## src/rtl/feed_pkg.sv

```systemverilog
// Shared types and sizing helpers for the systolic feed controller.
package feed_pkg;

    localparam int MAX_BURST_DEF = 7;
    localparam int BURST_W       = 3;

    typedef enum logic [2:0] {
        S_IDLE,
        S_CLEAR,
        S_LOAD,
        S_DRAIN,
        S_FLUSH,
        S_DONE
    } state_t;

    function automatic int drain_w(input int rows, input int max_burst);
        return $clog2(rows + max_burst);
    endfunction

endpackage

```

## src/rtl/skew_gen.sv

```systemverilog
// Diagonal read-strobe generator: row i reads while i <= d < i+L.
module skew_gen
    import feed_pkg::*;
#(
    parameter int ROWS = 4,
    parameter int DW   = 4
) (
    input  logic [DW-1:0]      d,
    input  logic [BURST_W-1:0] l,
    output logic [ROWS-1:0]    rd,
    output logic               last
);

    logic [DW:0] dx;
    logic [DW:0] lx;

    assign dx = {1'b0, d};
    assign lx = (DW+1)'(l);

    always_comb begin
        rd = '0;
        for (int i = 0; i < ROWS; i++) begin
            rd[i] = (dx >= (DW+1)'(i)) && (dx < (DW+1)'(i) + lx);
        end
    end

    assign last = (dx == (DW+1)'(ROWS - 2) + lx);

endmodule

```

## src/rtl/systolic_feed_ctrl.sv

```systemverilog
// Row-FIFO sequencer for the systolic array input edge: clear, load, skewed drain.
// Optional FEED_STALL_EN adds a sink_stall input that freezes the drain.
module systolic_feed_ctrl
    import feed_pkg::*;
#(
    parameter int ROWS      = 4,
    parameter int MAX_BURST = MAX_BURST_DEF
) (
    input  logic               clk,
    input  logic               reset_n,
    input  logic               start,
    input  logic [BURST_W-1:0] burst_len,
    input  logic               src_valid,
    output logic               src_ready,
`ifdef FEED_STALL_EN
    input  logic               sink_stall,
`endif
    output logic               fifo_en,
    output logic               fifo_reset,
    output logic [ROWS-1:0]    fifo_wr,
    output logic [ROWS-1:0]    fifo_rd,
    input  logic [ROWS-1:0]    fifo_full,
    input  logic [ROWS-1:0]    fifo_empty,
    output logic [ROWS-1:0]    out_valid,
    output logic               busy,
    output logic               done,
    output logic               err
);

    localparam int DW = drain_w(ROWS, MAX_BURST);
    localparam int RW = (ROWS > 2) ? $clog2(ROWS) : 1;

    state_t             state, state_n;
    logic [BURST_W-1:0] l_q, l_in;
    logic [BURST_W-1:0] beat_q;
    logic [RW-1:0]      row_q;
    logic [DW-1:0]      d_q;
    logic [ROWS-1:0]    ov_q;
    logic               err_q;
    logic               stall;
    logic               accept;
    logic               beat_last;
    logic               viol;
    logic [ROWS-1:0]    skew_rd;
    logic               skew_last;

`ifdef FEED_STALL_EN
    assign stall = sink_stall;
`else
    assign stall = 1'b0;
`endif

    assign l_in = (burst_len > BURST_W'(MAX_BURST)) ?
                  BURST_W'(MAX_BURST) : burst_len;

    assign accept    = (state == S_IDLE) && start;
    assign beat_last = (beat_q == l_q - BURST_W'(1));
    assign viol      = |(fifo_wr & fifo_full) | |(fifo_rd & fifo_empty);

    skew_gen #(
        .ROWS (ROWS),
        .DW   (DW)
    ) u_skew (
        .d    (d_q),
        .l    (l_q),
        .rd   (skew_rd),
        .last (skew_last)
    );

    always_ff @(posedge clk or negedge reset_n) begin
        if (!reset_n) begin
            state <= S_IDLE;
        end else begin
            state <= state_n;
        end
    end

    always_comb begin
        state_n    = state;
        src_ready  = 1'b0;
        fifo_en    = (state != S_IDLE);
        fifo_reset = 1'b0;
        fifo_wr    = '0;
        fifo_rd    = '0;
        case (state)
            S_IDLE: begin
                if (start) state_n = S_CLEAR;
            end
            S_CLEAR: begin
                fifo_reset = 1'b1;
                state_n    = (l_q == '0) ? S_DONE : S_LOAD;
            end
            S_LOAD: begin
                src_ready = 1'b1;
                if (src_valid) begin
                    fifo_wr[row_q] = 1'b1;
                    if (beat_last && row_q == RW'(ROWS - 1))
                        state_n = S_DRAIN;
                end
            end
            S_DRAIN: begin
                if (!stall) begin
                    fifo_rd = skew_rd;
                    if (skew_last) state_n = S_FLUSH;
                end
            end
            S_FLUSH: state_n = S_DONE;
            S_DONE:  state_n = S_IDLE;
            default: state_n = S_IDLE;
        endcase
    end

    always_ff @(posedge clk or negedge reset_n) begin
        if (!reset_n) begin
            l_q    <= '0;
            beat_q <= '0;
            row_q  <= '0;
            d_q    <= '0;
            ov_q   <= '0;
            err_q  <= 1'b0;
        end else begin
            ov_q <= fifo_rd;
            if (accept) begin
                l_q    <= l_in;
                beat_q <= '0;
                row_q  <= '0;
                d_q    <= '0;
                err_q  <= 1'b0;
            end else if (viol) begin
                err_q <= 1'b1;
            end
            // row-major fill: advance row after L beats
            if (state == S_LOAD && src_valid) begin
                if (beat_last) begin
                    beat_q <= '0;
                    row_q  <= row_q + RW'(1);
                end else begin
                    beat_q <= beat_q + BURST_W'(1);
                end
            end
            if (state == S_DRAIN && !stall) begin
                d_q <= d_q + DW'(1);
            end
        end
    end

    assign out_valid = ov_q;
    assign busy      = (state != S_IDLE);
    assign done      = (state == S_DONE);
    assign err       = err_q;

endmodule
```

## config.mk

```make
export PLATFORM = sky130hd
export DESIGN_NAME = systolic_feed_ctrl
export DESIGN_NICKNAME = d
export VERILOG_FILES = /design/src/rtl/feed_pkg.sv /design/src/rtl/skew_gen.sv /design/src/rtl/systolic_feed_ctrl.sv
export SDC_FILE = /design/constraint.sdc
export NUM_CORES = 1
export LEC_CHECK = 0
export CAP_MARGIN = 25
export CORE_UTILIZATION = 46
export DETAILED_ROUTE_END_ITERATION = 6
export MAX_ROUTING_LAYER = met4
export PLACE_DENSITY = 0.76
export SETUP_SLACK_MARGIN = 0.1
export SYNTH_ARGS = -nofsm -noshare
export SYNTH_HDL_FRONTEND = slang
export SYNTH_HIERARCHICAL = 1
export SYNTH_SLANG_ARGS = --single-unit
```

## constraint.sdc

```tcl
create_clock -name clk -period 2.3 [get_ports clk]
set_input_delay 0.69 -clock clk [delete_from_list [all_inputs] [get_ports clk]]
set_output_delay 0.69 -clock clk [all_outputs]
set_load 0.02 [all_outputs]
```

* After elaboration in Yosys (flattened, before gate mapping)
Index checks and enable logic that the tools add are counted.
Cells by class: multiplexer cells 24, bitwise logic cells 3, reduce and logical (&&, ||, !) cells 17, equality and inequality tests 12, magnitude comparators 11, add/sub/neg operators 7
Operators with widths (number):
- 3-bit two-way mux | 9
- 4-bit two-way mux | 5
- 4-bit by 5-bit less-than comparator with 1-bit output | 3
- 3-bit one-hot mux with 5 select lines | 1
- 2-bit by 3-bit adder with 4-bit output (first input constant) | 2
- 4-bit bitwise AND | 2
- 4-bit by 1-bit >= comparator with 1-bit output (second input constant) | 2
- 4-bit by 2-bit >= comparator with 1-bit output (second input constant) | 2
- 1-bit logical AND | 8
- 2-bit != test (second input constant) | 4
- 4-bit OR reduction | 2
- 3-bit by 2-bit equality test with 1-bit output (second input constant) | 2
- 3-bit equality test (second input constant) | 2
- 3-bit zero test | 2
- 2-bit two-way mux | 3
- 2-bit nonzero test | 3
- 4-bit by 5-bit equality test with 1-bit output | 1
- 1-bit two-way mux | 5
- 1-bit by 3-bit adder with 4-bit output (first input constant) | 1
- 4-bit by 1-bit adder with 4-bit output (second input constant) | 1
- 4-bit by 3-bit less-than comparator with 1-bit output | 1
- 4-bit AND reduction | 1
- 3-bit by 1-bit adder with 3-bit output (second input constant) | 1
- 3-bit by 1-bit equality test with 1-bit output (second input constant) | 1
- other kinds (10) | 10
Word-level totals: output and inout port bits 18, word-level logic and storage cells 81, flip-flop bits (word level) 20

* Longest topological paths before layout
depth after elaboration 11, depth in mapped cells 10, gate-level depth less buffers 10

* Hierarchy
The synthesis kept the hierarchy.
Modules (own cells, without submodules):
- systolic_feed_ctrl | cells an instance 114, instances 1, seq. area each 500.5 µm², area an instance 1157.4 µm²
- skew_gen | cells an instance 46, instances 1, seq. area each 0.0 µm², area an instance 382.9 µm²

* Worst setup path after synthesis
OpenSTA, ideal clock, no wires.
kind register to output, from register l_q[0], to output fifo_rd[3], buffers on the path 0, arrival 1752 ps, stages on the path, launching flop included 9, slack -142 ps, data required time 1610 ps, cells stage by stage dfrtp_1 > inv_1 > ha_1 > xor2_1 > ha_1 > o21ai_0 > a21oi_1 > nor3_1 > and2_1
On the way: longest elaborated chain between the ends 4
RTL lines:
- start: declaration | RTL line systolic_feed_ctrl.sv:34 | logic [BURST_W-1:0] l_q, l_in;
- start signal: assignment | RTL line systolic_feed_ctrl.sv:124 | l_q <= l_in;
- 2-bit by 3-bit adder with 4-bit output | RTL line skew_gen.sv:23 | rd[i] = (dx >= (DW+1)'(i)) && (dx < (DW+1)'(i) + lx);
- 4-bit by 5-bit less-than comparator with 1-bit output | RTL line skew_gen.sv:23
- 1-bit logical AND | RTL line skew_gen.sv:23
- net skew_rd[3] | RTL line systolic_feed_ctrl.sv:44 | logic [ROWS-1:0] skew_rd;
- 4-bit two-way mux | RTL line systolic_feed_ctrl.sv:85 | case (state)
- end: declaration | RTL line systolic_feed_ctrl.sv:21 | output logic [ROWS-1:0] fifo_rd,
The timed path passes the listed nets, and every way through them passes these cells.

* Worst setup path after layout
from register l_q[1], to output fifo_rd[2]
Same word-level chain as after synthesis.

==> results.txt <==
status = complete, but fails checks
violated checks = negative setup slack
fin crit period = 2.853 ns
clk_lat worst skew = 0.33 ns
peak supply drop = 1062 uV
total chip power = 0.003802 W
Leak Pwr = 1.155 nW
vias = 1,480
die footprint = 0.003584 sq mm
setup ws final = -0.5526 ns
initial drt markers = 54
drt drc = 0
crit path kind = reg -> out
Total Routing Usage GR = 0.2713
CTS tree = built
H-tree depth = 1
Placer Congestion = 0.7966
CTS Root Cell = clkbuf_4
Post-synth EDFFs = 0
Cell Rows = 20
RSZ-0062 raised after global routing = yes
CP arrival = 2.16 ns
hold_sp = row_q[0]
share of post-route cells with drive strength above 1 = 0.4310
Layout Nets = 273
Critical Path RT = 1.61 ns
largest net degree at the start of global routing = 21
fin cells = 276
combinational share of power = 0.763
Num CTS Buffers = 3
Die X = 59.87 um
clk sinks = 20
top_reg_cell synth = dfrtp_1
Fmax achieved = 350.6 MHz
cell area after synthesis = 0.001540 sq mm
IO buf count = 32
Ant. Diodes = 0
filler instances = 205
startpoint types = register
Rel. slew slack = 0.7545
initial antenna violation count = 0
Longest Clk Path Bufs = 2
largest fanout on the critical path = 4
Routed WL = 4367 um
Area Growth Syn to Fin = 58.41%
Slew Limit Fails = 0
DRT Pass-1 Iters = 4
DP Wirelength = 2947 um
period utilization = 1.240
worst hold path class = reg -> reg
Post-synth ARST share = 1.000
crit path capture type = output port
#FFs+latches synth = 20
vias in the first global route = 1,562
Post-Route Skew = 0.006280 ns
Setup WS pre-CTS = -0.7332 ns
CP Launch Point = l_q[1]
Worst Tran Pin Value = 0.3654 ns
DR WL/cell = 15.82 um
Cells after Synth = 160
net switching power figure = 0.001668 W
Int Pwr = 0.002134 W
utilization of the core after routing = 0.7863
Power Density = 1558 mW/mm^2
Seq pwr share = 0.178
DP Cell Count = 257
first-pass GRT wire length = 6844 um
sw frac = 0.4387
Mean Syn Cell Area = 9.626 sq um
hold slack = 0.5433 ns
Max-Cap Viols = 0
Clk pwr share = 0.058
Yosys cell types = 43
I/O pin cnt = 33
post-route ant nets = 0
Reg clk slew, reported paths = 0.12 ns
Initial Utilization = 0.4964
grt ovf = 0
final hold vios = 0
Placeable Area = 0.003103 sq mm
sequential share of the synthesized area = 0.3249
Synthesized Nets = 200
Reg-to-Reg Start = l_q[1]
vias per std cell = 5.362
Die Y = 59.87 um
final setup vio count = 5
Ys Warns = 6
[layout by cell type (no fill, tap or decap), types with 2 or more instances in the layout]
master           Yosys  final
a211oi_2             1      2
a21oi_1              7      4
a21oi_2              0      3
a22oi_1              4      3
and2_4               0      6
buf_2                0      4
buf_4                1     37
buf_6                2     12
clkbuf_4             0      3
clkdlybuf4s50_1      0     18
dfrtp_1             20     17
dfrtp_2              0      3
ha_1                25     16
ha_4                 0      9
inv_1               17     13
inv_2                0      3
mux2_2               2      2
mux2i_1              4      4
nand2_1             10      9
nand2b_1             3      3
nand3_1              6      6
nor2_1               6      6
nor2b_1              3      3
nor3_2               0      2
o21ai_0              7      5
xnor2_1              4      2
xnor2_2              0      2
[synthesized netlist by cell type, types with 3 or more instances]
| library cell | n | area (sq um) |
|---|---|---|
| nand3_1 | 6 | 30.03 |
| nand2b_1 | 3 | 18.77 |
| a22oi_1 | 4 | 30.03 |
| a21oi_1 | 7 | 35.03 |
| and2_1 | 7 | 43.79 |
| ha_1 | 25 | 312.8 |
| nor2b_1 | 3 | 18.77 |
| mux2i_1 | 4 | 40.04 |
| nor3_1 | 3 | 15.01 |
| dfrtp_1 | 20 | 500.5 |
| xnor2_1 | 4 | 35.03 |
| nand2_1 | 10 | 37.54 |
| o21ai_0 | 7 | 35.03 |
| inv_1 | 17 | 63.81 |
| nor2_1 | 6 | 22.52 |
[stage by stage]
stage | TNS, ns | area, sq um
2_1_floorplan | -0.02007 | 1556
3_3_place_gp | -4.774 | 2090
3_5_place_dp | -5.231 | 2090
4_1_cts | -1.974 | 2328
5_1_grt | -2.440 | 2440
6_report | -2.042 | 2440
[worst max-delay path: stages (launching register included)]
cell,delay [ns]
dfrtp_2,0.46
inv_4,0.07
buf_4,0.14
ha_4,0.27
ha_4,0.19
a21o_1,0.18
a211oi_2,0.24
and2_4,0.19
buf_6,0.11
[registers in the layout, indices dropped and copies added, names as in the netlist]
name and count:
out_valid 4, row_q 2, state 3, err 1, l_q 3, d_q 4, beat_q 3
[final cells by class]
class	count	area [sq um]	area share
multi-input combinational	118	1146	0.4697
inverter	17	66.31	0.02718
timing repair buffer	73	631.9	0.2590
sequential	20	504.2	0.2067
tap	44	55.05	0.02256
clock buffer	4	36.28	0.01487
[per-layer routing]
layer  share of wire  global-route usage  up-vias
met5               0                   -        -
met4           0.030              0.1429        0
met3           0.039             0.04329       15
met2            0.51              0.4778       48
met1            0.42              0.2901      711
li1                -                   -      706
[path summary, 6_finish.rpt]
path | end | slack (ns) | cells after the start
max | fifo_rd[2] | -0.55 | 8
min in group asynchronous | d_q[3] | 0.69 | 2
max in group asynchronous | l_q[2] | 1.38 | 2
min | row_q[0] | 0.54 | 1
max reg2reg | err | -0.05 | 12
min reg2reg | row_q[0] | 0.54 | 1
[cell families (layout without fill, tap and decap cells)]
family / after synthesis / count (layout) / synth area share
AND/OR/NAND/NOR: 49 / 49 / 0.1844
AO/OA/AOI/OAI: 31 / 31 / 0.1373
adder cells (fa/ha/maj): 25 / 25 / 0.2031
buffers and inverters: 22 / 94 / 0.06580
flip-flops: 20 / 20 / 0.3249
multiplexers: 7 / 7 / 0.05036
XOR/XNOR: 6 / 6 / 0.03412
[timing repair]
action                                  4_1_cts  5_1_grt
pin swaps                                    14       11
buffers inserted                             10        5
hold endpoints to repair                      0        0
endpoints found under the setup margin       14       15
gates resized for setup                      88       20
hold buffers                                  0        0
[power groups by stage]
stage / Sequential (W) / Clock, W / Combinational [W]
2_1_floorplan: 0.000690 / 0 / 0.00128
3_3_place_gp: 0.000646 / 0 / 0.00208
3_5_place_dp: 0.000662 / 0 / 0.00219
4_1_cts: 0.000663 / 0.000225 / 0.00257
5_1_grt: 0.000699 / 0.000243 / 0.00312
6_report: 0.000679 / 0.000222 / 0.00290
(Power assumes the default switching activity.)
